**config.mk**
```make
export PLATFORM = sky130hd
export DESIGN_NAME = filter_seq_ctrl
export DESIGN_NICKNAME = d
export VERILOG_FILES = /design/src/rtl/filter_seq_ctrl.sv
export SDC_FILE = /design/constraint.sdc
export NUM_CORES = 1
export LEC_CHECK = 0
export ABC_AREA = 1
export BUFFER_PORTS_ARGS = -buffer_cell sky130_fd_sc_hd__buf_2
export CORE_UTILIZATION = 59
export DETAILED_ROUTE_END_ITERATION = 6
export GPL_TIMING_DRIVEN = 0
export PLACE_DENSITY = 0.8
export SKIP_CTS_REPAIR_TIMING = 1
export SYNTH_ARGS = -nofsm -noshare
export SYNTH_HDL_FRONTEND = slang
export SYNTH_SLANG_ARGS = --single-unit
```
**constraint.sdc**
```tcl
create_clock -name clk -period 1.97 [get_ports clk]
set_input_delay 0.0985 -clock clk [delete_from_list [all_inputs] [get_ports clk]]
set_output_delay 0.0985 -clock clk [all_outputs]
set_load 0.01 [all_outputs]
```
**src/rtl/filter_seq_ctrl.sv**
```systemverilog
// Filter sequencing controller: stages the CIC filter resets out of reset,
// discards the settling samples, then buffers decimated samples in a small
// FIFO with a sticky overflow flag for the downstream consumer.
module filter_seq_ctrl #(
    parameter int DW      = 12,
    parameter int DISCARD = 2,
    parameter int DEPTH   = 4
) (
    input  logic          clk,
    input  logic          rst_n,
    input  logic          enable,
    input  logic          clr_ovf,
    output logic [2:0]    filt_rst_n,
    input  logic [DW-1:0] sample_in,
    input  logic          sample_vld,
    output logic [DW-1:0] out_data,
    output logic          out_valid,
    input  logic          out_ready,
    output logic          ovf,
    output logic [1:0]    state
);

    localparam int            AW   = $clog2(DEPTH);
    localparam logic [3:0]    DISC = 4'(DISCARD);
    localparam logic [AW:0]   FULL = (AW+1)'(DEPTH);

    typedef enum logic [1:0] {
        IDLE    = 2'd0,
        RELEASE = 2'd1,
        WARMUP  = 2'd2,
        RUN     = 2'd3
    } state_e;

    state_e        state_q, state_d;
    logic [1:0]    relCnt_q, relCnt_d;
    logic [3:0]    warmCnt_q, warmCnt_d;
    logic [DW-1:0] mem_q [DEPTH];
    logic [AW-1:0] wrPtr_q, wrPtr_d;
    logic [AW-1:0] rdPtr_q, rdPtr_d;
    logic [AW:0]   count_q, count_d;
    logic [DW-1:0] outData_q, outData_d;
    logic          outValid_q, outValid_d;
    logic          ovf_q, ovf_d;
    logic          flush, full, pushReq, pushEff, popEff, setOvf, lastDiscard;

    assign lastDiscard = sample_vld && ((warmCnt_q + 4'd1) == DISC);
    assign flush       = !enable || (state_q == IDLE);
    assign full        = (count_q == FULL);
    assign pushReq     = enable && (state_q == RUN) && sample_vld;
    assign popEff      = outValid_q && out_ready;
    assign pushEff     = pushReq && (!full || popEff);
    assign setOvf      = pushReq && full && !popEff;

    // FSM state register together with the release-stage and warm-up counters
    always_ff @(posedge clk or negedge rst_n) begin
        if (!rst_n) begin
            state_q   <= IDLE;
            relCnt_q  <= 2'd0;
            warmCnt_q <= 4'd0;
        end else begin
            state_q   <= state_d;
            relCnt_q  <= relCnt_d;
            warmCnt_q <= warmCnt_d;
        end
    end

    // Next-state logic; dropping enable anywhere outside IDLE aborts the run
    always_comb begin
        state_d = state_q;
        unique case (state_q)
            IDLE:    if (enable) state_d = RELEASE;
            RELEASE: begin
                if (!enable)                state_d = IDLE;
                else if (relCnt_q == 2'd2)  state_d = (DISCARD == 0) ? RUN : WARMUP;
            end
            WARMUP: begin
                if (!enable)          state_d = IDLE;
                else if (lastDiscard) state_d = RUN;
            end
            RUN:     if (!enable) state_d = IDLE;
            default: state_d = IDLE;
        endcase
    end

    // Release stage advances once per RELEASE cycle; warm-up counts discarded strobes
    always_comb begin
        relCnt_d  = 2'd0;
        warmCnt_d = warmCnt_q;
        if ((state_q == RELEASE) && (state_d == RELEASE)) begin
            relCnt_d = relCnt_q + 2'd1;
        end
        if (flush) begin
            warmCnt_d = 4'd0;
        end else if ((state_q == WARMUP) && sample_vld) begin
            warmCnt_d = lastDiscard ? 4'd0 : (warmCnt_q + 4'd1);
        end
    end

    // Staged filter resets: integrator 1, then integrator 2, then decimator
    always_comb begin
        filt_rst_n = 3'b111;
        unique case (state_q)
            IDLE:    filt_rst_n = 3'b000;
            RELEASE: begin
                unique case (relCnt_q)
                    2'd0:    filt_rst_n = 3'b001;
                    2'd1:    filt_rst_n = 3'b011;
                    default: filt_rst_n = 3'b111;
                endcase
            end
            default: filt_rst_n = 3'b111;
        endcase
    end

    // FIFO storage; contents need no reset because count gates visibility
    always_ff @(posedge clk) begin
        if (pushEff) mem_q[wrPtr_q] <= sample_in;
    end

    // FIFO pointer/count update and registered head word for the consumer
    always_comb begin
        wrPtr_d    = wrPtr_q;
        rdPtr_d    = rdPtr_q;
        count_d    = count_q;
        outData_d  = outData_q;
        outValid_d = outValid_q;
        if (flush) begin
            wrPtr_d    = '0;
            rdPtr_d    = '0;
            count_d    = '0;
            outData_d  = '0;
            outValid_d = 1'b0;
        end else begin
            if (pushEff) wrPtr_d = wrPtr_q + AW'(1);
            if (popEff)  rdPtr_d = rdPtr_q + AW'(1);
            unique case ({pushEff, popEff})
                2'b10:   count_d = count_q + (AW+1)'(1);
                2'b01:   count_d = count_q - (AW+1)'(1);
                default: count_d = count_q;
            endcase
            outValid_d = (count_d != '0);
            outData_d  = (pushEff && (wrPtr_q == rdPtr_d)) ? sample_in : mem_q[rdPtr_d];
        end
    end

    // Sticky overflow: a new overflow beats a same-cycle clear
    always_comb begin
        ovf_d = setOvf | (ovf_q & ~clr_ovf);
    end

    // FIFO and flag registers
    always_ff @(posedge clk or negedge rst_n) begin
        if (!rst_n) begin
            wrPtr_q    <= '0;
            rdPtr_q    <= '0;
            count_q    <= '0;
            outData_q  <= '0;
            outValid_q <= 1'b0;
            ovf_q      <= 1'b0;
        end else begin
            wrPtr_q    <= wrPtr_d;
            rdPtr_q    <= rdPtr_d;
            count_q    <= count_d;
            outData_q  <= outData_d;
            outValid_q <= outValid_d;
            ovf_q      <= ovf_d;
        end
    end

    assign out_data  = outData_q;
    assign out_valid = outValid_q;
    assign ovf       = ovf_q;
    assign state     = state_q;

endmodule

```
==> flow_results.xml <==
<?xml version="1.0" encoding="UTF-8"?>
<metrics>
  <group name="worst_setup_path">
    <metric name="cp_max_fo" unit="">12</metric>
    <metric name="critPathLaunchType" unit="">flip-flop</metric>
    <metric name="critical_path_class" unit="">flip-flop to flip-flop</metric>
    <metric name="critPathRequiredTime" unit="ps">1950</metric>
    <metric name="critPathArrivalTime" unit="ps">1840</metric>
    <metric name="type_of_element_capturing_the_critical_path" unit="">flip-flop</metric>
  </group>
  <group name="synthesis">
    <metric name="postSynthAreaPerCell" unit="sq um">9.77</metric>
    <metric name="ys_seq_area_frac" unit="">0.592</metric>
    <metric name="synthesis.instances" unit="">375</metric>
    <metric name="postSynthRegisterBits" unit="">77</metric>
    <metric name="synthesis.area" unit="sq um">3660</metric>
    <metric name="netlist_top_cells_area" unit="">sky130_fd_sc_hd__edfxtp_1 (39%), sky130_fd_sc_hd__dfrtp_1 (20%), sky130_fd_sc_hd__nand2_1 (8.1%)</metric>
    <metric name="yosys.area.top_type" unit="">sky130_fd_sc_hd__edfxtp_1</metric>
    <metric name="synth-edff-count" unit="">48</metric>
    <metric name="synthTopCellsByCount" unit="">sky130_fd_sc_hd__nand2_1 (79), sky130_fd_sc_hd__inv_1 (56), sky130_fd_sc_hd__edfxtp_1 (48), sky130_fd_sc_hd__nor2_1 (48), sky130_fd_sc_hd__nand3_1 (40)</metric>
    <metric name="yosys_most_used_dff" unit="">sky130_fd_sc_hd__edfxtp_1</metric>
    <metric name="synth.distinct_cells" unit="">31</metric>
    <metric name="yosys.area.top_type_share" unit="">0.394</metric>
    <metric name="yosysMostFrequentCell" unit="">sky130_fd_sc_hd__nand2_1</metric>
    <metric name="synthesized_netlist_net_count" unit="">404</metric>
    <metric name="synthArstFlopShare" unit="">0.377</metric>
    <metric name="synth_warnings" unit="">0</metric>
  </group>
  <group name="global_routing">
    <metric name="first_global_vias" unit="">2427</metric>
    <metric name="grt_max_degree" unit="">30</metric>
    <metric name="antenna_violations_before_repair" unit="">0</metric>
    <metric name="first_pass_grt_wire_length" unit="um">11400</metric>
    <metric name="grt_overflow_total" unit="">0</metric>
    <metric name="grt.total_usage" unit="">0.247</metric>
  </group>
  <group name="timing">
    <metric name="slew_headroom" unit="">0.477</metric>
    <metric name="final_min_period_over_clock_period" unit="">0.944</metric>
    <metric name="tightestPinTransition" unit="ps">784</metric>
    <metric name="skew" unit="ps">5.31</metric>
    <metric name="count_of_pins_over_their_slew_limit" unit="">0</metric>
    <metric name="timing.final.hold_violations" unit="">0</metric>
    <metric name="setup_repair_after_global_routing_missed_its_margin" unit="">false</metric>
    <metric name="finalWorstPathRequiredPeriod" unit="ps">1860</metric>
    <metric name="fmax" unit="MHz">538</metric>
    <metric name="finalSetupViolCount" unit="">0</metric>
  </group>
  <group name="power">
    <metric name="power.combinational.fraction" unit="">0.047</metric>
    <metric name="netSwitchingFraction" unit="">0.202</metric>
    <metric name="internal_power" unit="W">0.00267</metric>
    <metric name="total_leakage_power" unit="nW">2.02</metric>
    <metric name="power.ir.vdd_worst" unit="uV">563</metric>
    <metric name="pwr_total" unit="W">0.00334</metric>
    <metric name="proportion_of_power_drawn_by_flip_flops_and_latches" unit="">0.520</metric>
    <metric name="switching_power" unit="W">0.000676</metric>
    <metric name="power-per-cell-area" unit="nW/um^2">771</metric>
    <metric name="power.clock.fraction" unit="">0.433</metric>
  </group>
  <group name="die">
    <metric name="pin_count" unit="">37</metric>
    <metric name="die_w" unit="um">80.8</metric>
    <metric name="die-area" unit="sq um">6530</metric>
    <metric name="floorplan.core_area" unit="sq um">5960</metric>
    <metric name="placement_rows" unit="">28</metric>
    <metric name="die_h" unit="um">80.8</metric>
    <metric name="floorplan.initialDensity" unit="">0.615</metric>
  </group>
  <group name="route">
    <metric name="routed_wl" unit="um">7540</metric>
    <metric name="dr_total_vias" unit="">2742</metric>
    <metric name="detail_route.drc_violations" unit="">0</metric>
    <metric name="route.antenna.remaining_nets" unit="">0</metric>
    <metric name="drt_iter0_drc" unit="">222</metric>
    <metric name="drt_first_pass_iters" unit="">5</metric>
    <metric name="vias_per_cell" unit="">5.31</metric>
    <metric name="detail_route.wl_per_cell" unit="um">14.6</metric>
  </group>
  <group name="placed_design">
    <metric name="placed_instance_count" unit="">486</metric>
    <metric name="io_buffer_count" unit="">36</metric>
    <metric name="gpl.final_weighted_congestion" unit="">0.791</metric>
    <metric name="post_detailed_placement_half_perimeter_wirelength" unit="um">4710</metric>
  </group>
  <group name="clock_network">
    <metric name="insertion_delay_of_the_later_clocked_pin_in_the_worst_skew_pair" unit="ps">350</metric>
    <metric name="root_buffer" unit="">sky130_fd_sc_hd__clkbuf_8</metric>
    <metric name="numCtsBuffers" unit="">9</metric>
    <metric name="tritoncts" unit="">yes</metric>
    <metric name="cts.sink_count" unit="">77</metric>
    <metric name="path_clk_slew" unit="ps">70</metric>
    <metric name="clock_path_buffers" unit="">2</metric>
    <metric name="number_of_h_tree_branching_levels" unit="">3</metric>
  </group>
  <group name="final_layout">
    <metric name="num_antenna_cells" unit="">0</metric>
    <metric name="final_layout_size_suffix_gt1_frac" unit="">0.177</metric>
    <metric name="layout.nets" unit="">465</metric>
    <metric name="final-instance-count-excl-fill" unit="">516</metric>
    <metric name="post-route-util" unit="">0.728</metric>
    <metric name="areaGrowthSynthToFinish" unit="%">18.3</metric>
  </group>
  <group name="flow_run">
    <metric name="drv.max_cap_violation_count" unit="">0</metric>
  </group>
  <group name="outcome">
    <metric name="outcome" unit="">completed</metric>
  </group>
  <group name="worst_hold_path">
    <metric name="timing.hold.worst.class" unit="">input port to flip-flop</metric>
  </group>
</metrics>
final timing paths:
path / to / cells after the start / startpoint / slack [ps]
max reg2reg: mem_q[0][6] / 4 / state[0] / 110
max: mem_q[0][6] / 4 / state[0] / 110
min: state[0] / 3 / enable / 60
max in group asynchronous: out_data[9] / 2 / rst_n / 1170
min reg2reg: relCnt_q[0] / 1 / relCnt_q[0] / 470
min in group asynchronous: warmCnt_q[3] / 2 / rst_n / 340
final cells by class:
cell class                 instances  area [sq um]
timing repair buffer              50           320
tap                               75          93.8
inverter                          59           226
buffer                            10          73.8
fill                             443          1620
sequential                        77          2170
clock buffer                      10           138
clock inverter                     6           110
multi-input combinational        229          1200
sequential cells by signal (all words and copies together) (netlist names):
signal / flops
state: 2
mem_q: 48
out_data: 12
out_valid: 1
rdPtr_q: 2
wrPtr_q: 2
ovf: 1
relCnt_q: 2
count_q: 3
warmCnt_q: 4
through the flow:
step | cell area [sq um] | hold WS [ps] | setup slack [ps] | setup TNS, ps
floorplan | 3660 | -197 | 205 | 0
global placement | 3940 | 183 | -204 | -8390
detailed placement | 3940 | 197 | -248 | -9930
CTS | 4180 | -171 | -259 | -10480
global route | 4330 | 61.6 | 8.03 | 0
finish | 4330 | 61.9 | 110 | 0
layout by cell type (no fill, tap or decap), types with 3 or more instances in the layout:
cell and instances:
sky130_fd_sc_hd__nand2_2 4, sky130_fd_sc_hd__inv_1 56, sky130_fd_sc_hd__dlygate4sd3_1 14, sky130_fd_sc_hd__edfxtp_1 48
sky130_fd_sc_hd__o21ai_1 9, sky130_fd_sc_hd__ha_1 10, sky130_fd_sc_hd__nor2_1 44, sky130_fd_sc_hd__nand4_1 3
sky130_fd_sc_hd__nand2_4 5, sky130_fd_sc_hd__nor2_4 3, sky130_fd_sc_hd__nor2_2 4, sky130_fd_sc_hd__buf_4 3
sky130_fd_sc_hd__clkbuf_8 10, sky130_fd_sc_hd__nand3_1 40, sky130_fd_sc_hd__buf_6 3, sky130_fd_sc_hd__bufinv_16 3
sky130_fd_sc_hd__o21ai_0 7, sky130_fd_sc_hd__buf_2 38, sky130_fd_sc_hd__dfrtp_1 29, sky130_fd_sc_hd__nand2_1 79
sky130_fd_sc_hd__nand3b_1 12
power by group through the flow:
stage	combinational, W	clock [W]	sequential, W
floorplan	0.0000542	0	0.00178
global placement	0.000131	0	0.00177
detailed placement	0.000136	0	0.00177
CTS	0.000137	0.00146	0.00174
global route	0.000175	0.00152	0.00174
finish	0.000157	0.00145	0.00174
per-layer routing:
| layer | global-route usage | wire (um) | vias to the layer above |
|---|---|---|---|
| li1 | - | - | 1327 |
| met1 | 0.323 | 3240 | 1290 |
| met2 | 0.394 | 3710 | 109 |
| met3 | 0.0551 | 457 | 16 |
| met4 | 0.118 | 141 | 0 |
| met5 | 0 | 0 | - |
critical path: stages, from the launching register on:
cell and delay (ps):
sky130_fd_sc_hd__dfrtp_1 390, sky130_fd_sc_hd__nand2_1 130, sky130_fd_sc_hd__nor2_4 220, sky130_fd_sc_hd__nand2_4 130, sky130_fd_sc_hd__nor2_2 620
cells by family after synthesis:
kind of cell,after synthesis,synth area share
buffers and inverters,69,0.0820
AO/OA/AOI/OAI,21,0.0311
adder cells (fa/ha/maj),11,0.0396
AND/OR/NAND/NOR,195,0.251
flip-flops,77,0.592
XOR/XNOR,2,0.00478
Note: power is estimated with default switching activity, not from simulation.
